$ cat config.mk
export PLATFORM = sky130hd
export DESIGN_NAME = apb_ram_param
export DESIGN_NICKNAME = d
export VERILOG_FILES = /design/src/rtl/apb_ram_param.sv
export SDC_FILE = /design/constraint.sdc
export NUM_CORES = 2
export LEC_CHECK = 0
export ABC_AREA = 1
export ABC_CLOCK_PERIOD_IN_PS = 44200
export BUFFER_PORTS_ARGS = -buffer_cell sky130_fd_sc_hd__buf_2
export CORE_AREA = 5 5 300 376
export CTS_CLUSTER_DIAMETER = 30
export DETAILED_ROUTE_END_ITERATION = 8
export DIE_AREA = 0 0 305 381
export HOLD_SLACK_MARGIN = 0.08
export PLACE_DENSITY = 0.66
export RECOVER_POWER = 100
export SLEW_MARGIN = 30
export SYNTH_ARGS = -nofsm -noshare
export SYNTH_HDL_FRONTEND = slang
export SYNTH_SLANG_ARGS = --single-unit
$ cat constraint.sdc
create_clock -name pclk -period 44.2 [get_ports pclk]
set_input_delay 6.63 -clock pclk [delete_from_list [all_inputs] [get_ports pclk]]
set_output_delay 6.63 -clock pclk [all_outputs]
set_load 0.02 [all_outputs]
$ cat src/rtl/apb_ram_param.sv
// APB4 completer backed by a flop-based word RAM. It supports byte strobes, fixed wait states,
// alignment/range error responses, and abort when psel drops during the wait phase.
module apb_ram_param #(
  parameter int DATA_WIDTH  = 32,
  parameter int DEPTH       = 32,
  parameter int ADDR_WIDTH  = 32,
  parameter int WAIT_STATES = 0
) (
  input  logic                      pclk,
  input  logic                      preset,
  input  logic                      psel,
  input  logic                      penable,
  input  logic                      pwrite,
  input  logic [ADDR_WIDTH-1:0]     paddr,
  input  logic [DATA_WIDTH-1:0]     pwdata,
  input  logic [DATA_WIDTH/8-1:0]   pstrb,
  output logic [DATA_WIDTH-1:0]     prdata,
  output logic                      pready,
  output logic                      pslverr
);

  localparam int NB   = DATA_WIDTH / 8;
  localparam int LSB  = $clog2(NB);
  localparam int IDXW = $clog2(DEPTH);
  localparam logic [ADDR_WIDTH-1:0] LOW_MASK = ADDR_WIDTH'((1 << LSB) - 1);

  typedef enum logic [1:0] {S_IDLE, S_WAIT, S_RESP} state_t;

  state_t                r_state;
  logic [3:0]            r_wcnt;
  logic [DATA_WIDTH-1:0] r_mem [DEPTH];
  logic [DATA_WIDTH-1:0] r_prdata;
  logic                  r_pready;
  logic                  r_pslverr;

  logic                  w_mis, w_oor, w_err, w_setup, w_commit;
  logic [IDXW-1:0]       w_idx;
  logic [DATA_WIDTH-1:0] w_rd, w_merge, w_resp_data;

  // The range check uses the full paddr so that high address bits cannot alias into the RAM.
  assign w_mis       = |(paddr & LOW_MASK);
  assign w_oor       = |(paddr >> (LSB + IDXW));
  assign w_err       = w_mis | w_oor;
  assign w_idx       = paddr[LSB +: IDXW];
  assign w_rd        = r_mem[w_idx];
  assign w_setup     = psel & ~penable;
  assign w_commit    = psel & penable & pwrite & ~w_err;
  assign w_resp_data = (w_err | pwrite) ? '0 : w_rd;

  for (genvar b = 0; b < NB; b++) begin : g_lane
    assign w_merge[8*b +: 8] = pstrb[b] ? pwdata[8*b +: 8] : w_rd[8*b +: 8];
  end

  always_ff @(posedge pclk or posedge preset) begin
    if (preset) begin
      r_state   <= S_IDLE;
      r_wcnt    <= '0;
      r_prdata  <= '0;
      r_pready  <= 1'b0;
      r_pslverr <= 1'b0;
      for (int i = 0; i < DEPTH; i++) r_mem[i] <= '0;
    end else begin
      case (r_state)
        S_IDLE: begin
          if (w_setup) begin
            r_wcnt <= 4'(WAIT_STATES);
            if (WAIT_STATES == 0) begin
              r_state   <= S_RESP;
              r_pready  <= 1'b1;
              r_pslverr <= w_err;
              r_prdata  <= w_resp_data;
            end else begin
              r_state <= S_WAIT;
            end
          end
        end
        S_WAIT: begin
          if (!psel) begin
            r_state <= S_IDLE;
            r_wcnt  <= '0;
          end else if (r_wcnt <= 4'd1) begin
            r_state   <= S_RESP;
            r_wcnt    <= '0;
            r_pready  <= 1'b1;
            r_pslverr <= w_err;
            r_prdata  <= w_resp_data;
          end else begin
            r_wcnt <= r_wcnt - 4'd1;
          end
        end
        S_RESP: begin
          r_state   <= S_IDLE;
          r_pready  <= 1'b0;
          r_pslverr <= 1'b0;
          r_prdata  <= '0;
          if (w_commit) r_mem[w_idx] <= w_merge;
        end
        default: r_state <= S_IDLE;
      endcase
    end
  end

  assign prdata  = r_prdata;
  assign pready  = r_pready;
  assign pslverr = r_pslverr;

endmodule
==> run_results.csv <==
group,metric,value,unit
outcome,outcome,"finished with violations",
outcome,violations,"capacitance limit, slew limit",
global_route,first_global_vias,49900,
critical_path,rrSetupSlack,35.95,ns
cells_and_area,final_cells,9164,
synthesis,netlist_area,54000,sq um
synthesis,synth_warnings,0,
power,powerDensity,43.6,nW/um^2
timing,slew_headroom,-4.52,
critical_path,start_kind,"primary input",
synthesis,synth.distinct_cells,22,
timing,finalCritPeriodShare,0.537,
global_route,grt_most_used_layer,"met2",
routing,vias,52300,
timing,final-max-slew-violation-count,1783,
critical_path,cp-end-kind,"register",
global_route,grtUsageMet1,0.424,
cells_and_area,fin_area,61200,sq um
clock_tree,postCtsSetupBuffers,0,
min_path,hp-start,"prdata[28]",
cells_and_area,layout_commonest_cell,"nand2_1",
floorplanning,die_area,116000,sq um
clock_tree,clk_path_buf_depth,3,
synthesis,synth_nets,7841,
routing,drcViolationCount,0,
global_route,antenna_found_initial,3,
clock_tree,clkTransAtPathRegs,0.05,ns
placement,place_area,54500,sq um
routing,via_per_inst,5.71,
critical_path,crit_fanout,94,
min_path,min_path_type,"register to register",
placement,port_buffers,106,
clock_tree,cts_max_level,4,
floorplanning,fp-row-count,136,
synthesis,yosysSeqAreaShare,0.491,
routing,antenna_left,0,
global_route,grt.total_usage,0.338,
critical_path,arrival,24.42,ns
global_route,grt.met2_usage,0.546,
min_path,whs_endpoint,"prdata[28]",
floorplanning,chipWidth,305,um
critical_path,required,44.87,ns
clock_tree,root_buffer,"clkbuf_16",
clock_tree,holdBufCountCts,0,
synthesis,syn_area_per_cell,6.95,sq um
floorplanning,start_util,0.495,
timing,hold_slack,0.476,ns
clock_tree,cts-buffers-inserted,200,
timing,setup_violations,0,
timing,skew,0.0276,ns
global_route,grt_use_met3,0.0757,
cells_and_area,seqCellArea,26500,sq um
placement,place_congestion,0.818,
timing,layout_setup_ws,20.45,ns
critical_path,reg2reg_from,"pready",
cells_and_area,fin_util,0.561,
min_path,holdPathStages,2,
clock_tree,clock-sinks,1058,
power,p_leak,35.4,nW
critical_path,r2r_cells,8,
power,ir_drop,0.0476,mV
routing,first_iter_violations,6797,
synthesis,ys_ff_latch,1058,
placement,pre_cts_ws,32.75,ns
global_route,grt_max_degree,154,
cells_and_area,most-common-layout-cells,"nand2_1, nand3_1, dfrtp_1, clkbuf_16, nor2_1",
floorplanning,ios,107,
placement,place_inst,8792,
clock_tree,clk_latency,0.81,ns
routing,first_pass_iters,7,
cells_and_area,syn_to_final_growth,13.4,%
timing,worst_slew_pin_slew,8.28,ns
timing,period_needed,23.75,ns
cells_and_area,nFillCells,10300,
critical_path,critPathKind,"primary input to register",
synthesis,synthCells,7768,
global_route,grt_pass1_wl,304000,um
cells_and_area,multi_input_area,24500,sq um
timing,setup_tns,0,ns
cells_and_area,finalNetCount,7619,
floorplanning,coreArea,109000,sq um
timing,fmax,42.1,MHz
flow_run,cap_violations,28,
critical_path,rr_endpoint,"r_mem[90]",
routing,detail_route.wirelength,201000,um
floorplanning,die_h,381,um
clock_tree,cts_tree,"done",
power,power,2.67,mW
clock_tree,cts-resized-gates,0,
timing,rsz0062_at_grt,"false",
global_route,grt.overflow.total,0,
timing,hold_violations,0,
placement,dp_hpwl,99000,um
cells_and_area,drive_above_1_share,0.0783,
routing,routedWlPerCell,21.9,um
==> layer usage <==
| metal | routed length, um | vias up |
|---|---|---|
| met5 | 0 | - |
| met4 | 12800 | 0 |
| met3 | 20700 | 727 |
| met2 | 91900 | 2906 |
| met1 | 75600 | 25100 |
| li1 | - | 23600 |
==> cell type report <==
| class | count | share of cell area |
|---|---|---|
| Antenna cell | 3 | 0.000123 |
| Timing Repair Buffer | 193 | 0.0180 |
| Clock buffer | 259 | 0.0929 |
| Sequential cell | 1058 | 0.432 |
| Inverter | 50 | 0.00401 |
| Tap cell | 1449 | 0.0296 |
| Clock inverter | 109 | 0.0224 |
| Multi-Input combinational cell | 6043 | 0.401 |
==> Yosys cell counts <==
cell type	n	area, sq um
nand3_2	36	360
dfrtp_1	1058	26500
buf_4	87	653
clkbuf_1	303	1140
inv_4	1	6.26
nor2_4	1	11.3
o31ai_1	1	7.51
buf_1	73	274
or2_2	32	200
inv_1	11	41.3
clkinv_1	1	3.75
and3_1	1	6.26
nor2_2	22	138
nor3_1	1	5.00
inv_2	37	139
nand2_1	4786	18000
a21oi_1	1	5.00
buf_2	154	771
nand3_1	1058	5300
nor3_2	2	20.0
nor3_4	6	97.6
nor2_1	96	360
==> registers in the layout, summed over array words and instances, names as in the netlist <==
| name | count |
|---|---|
| pslverr | 1 |
| prdata | 32 |
| r_mem | 1024 |
| pready | 1 |
==> worst max-delay path, cell delays in order <==
cell and delay, ns:
clkbuf_1 3.74, clkinvlp_2 4.45, clkbuf_1 1.67, nor2_1 0.66, nand3_1 0.58, nor2_4 0.21
clkbuf_1 2.30, clkinvlp_2 3.31, nand2_1 0.50, nand2_1 0.10
==> power by group <==
group	internal, mW	switching [mW]
sequential	0.972	0.00122
combinational	0.0112	0.103
clock	1.05	0.533
total	2.03	0.637
==> worst max-delay path by stage <==
stage                 endpoint  slack [ns]      from  depth (start not counted)
floorplan            prdata[0]        7.79    preset                          1
global placement    r_mem[784]       32.49    preset                          7
detailed placement  r_mem[204]       32.75    preset                          8
CTS                  r_mem[16]       33.60    preset                          8
global route        r_mem[402]       18.58    preset                          8
finish               r_mem[90]       20.45  paddr[2]                         10
==> cell families after synthesis <==
group / after synthesis / share of synthesized area
simple gates: 6041 / 0.453
compound gates: 2 / 0.000232
flops: 1058 / 0.491
buf+inv: 667 / 0.0561
Power figures use the tool's default switching activity.
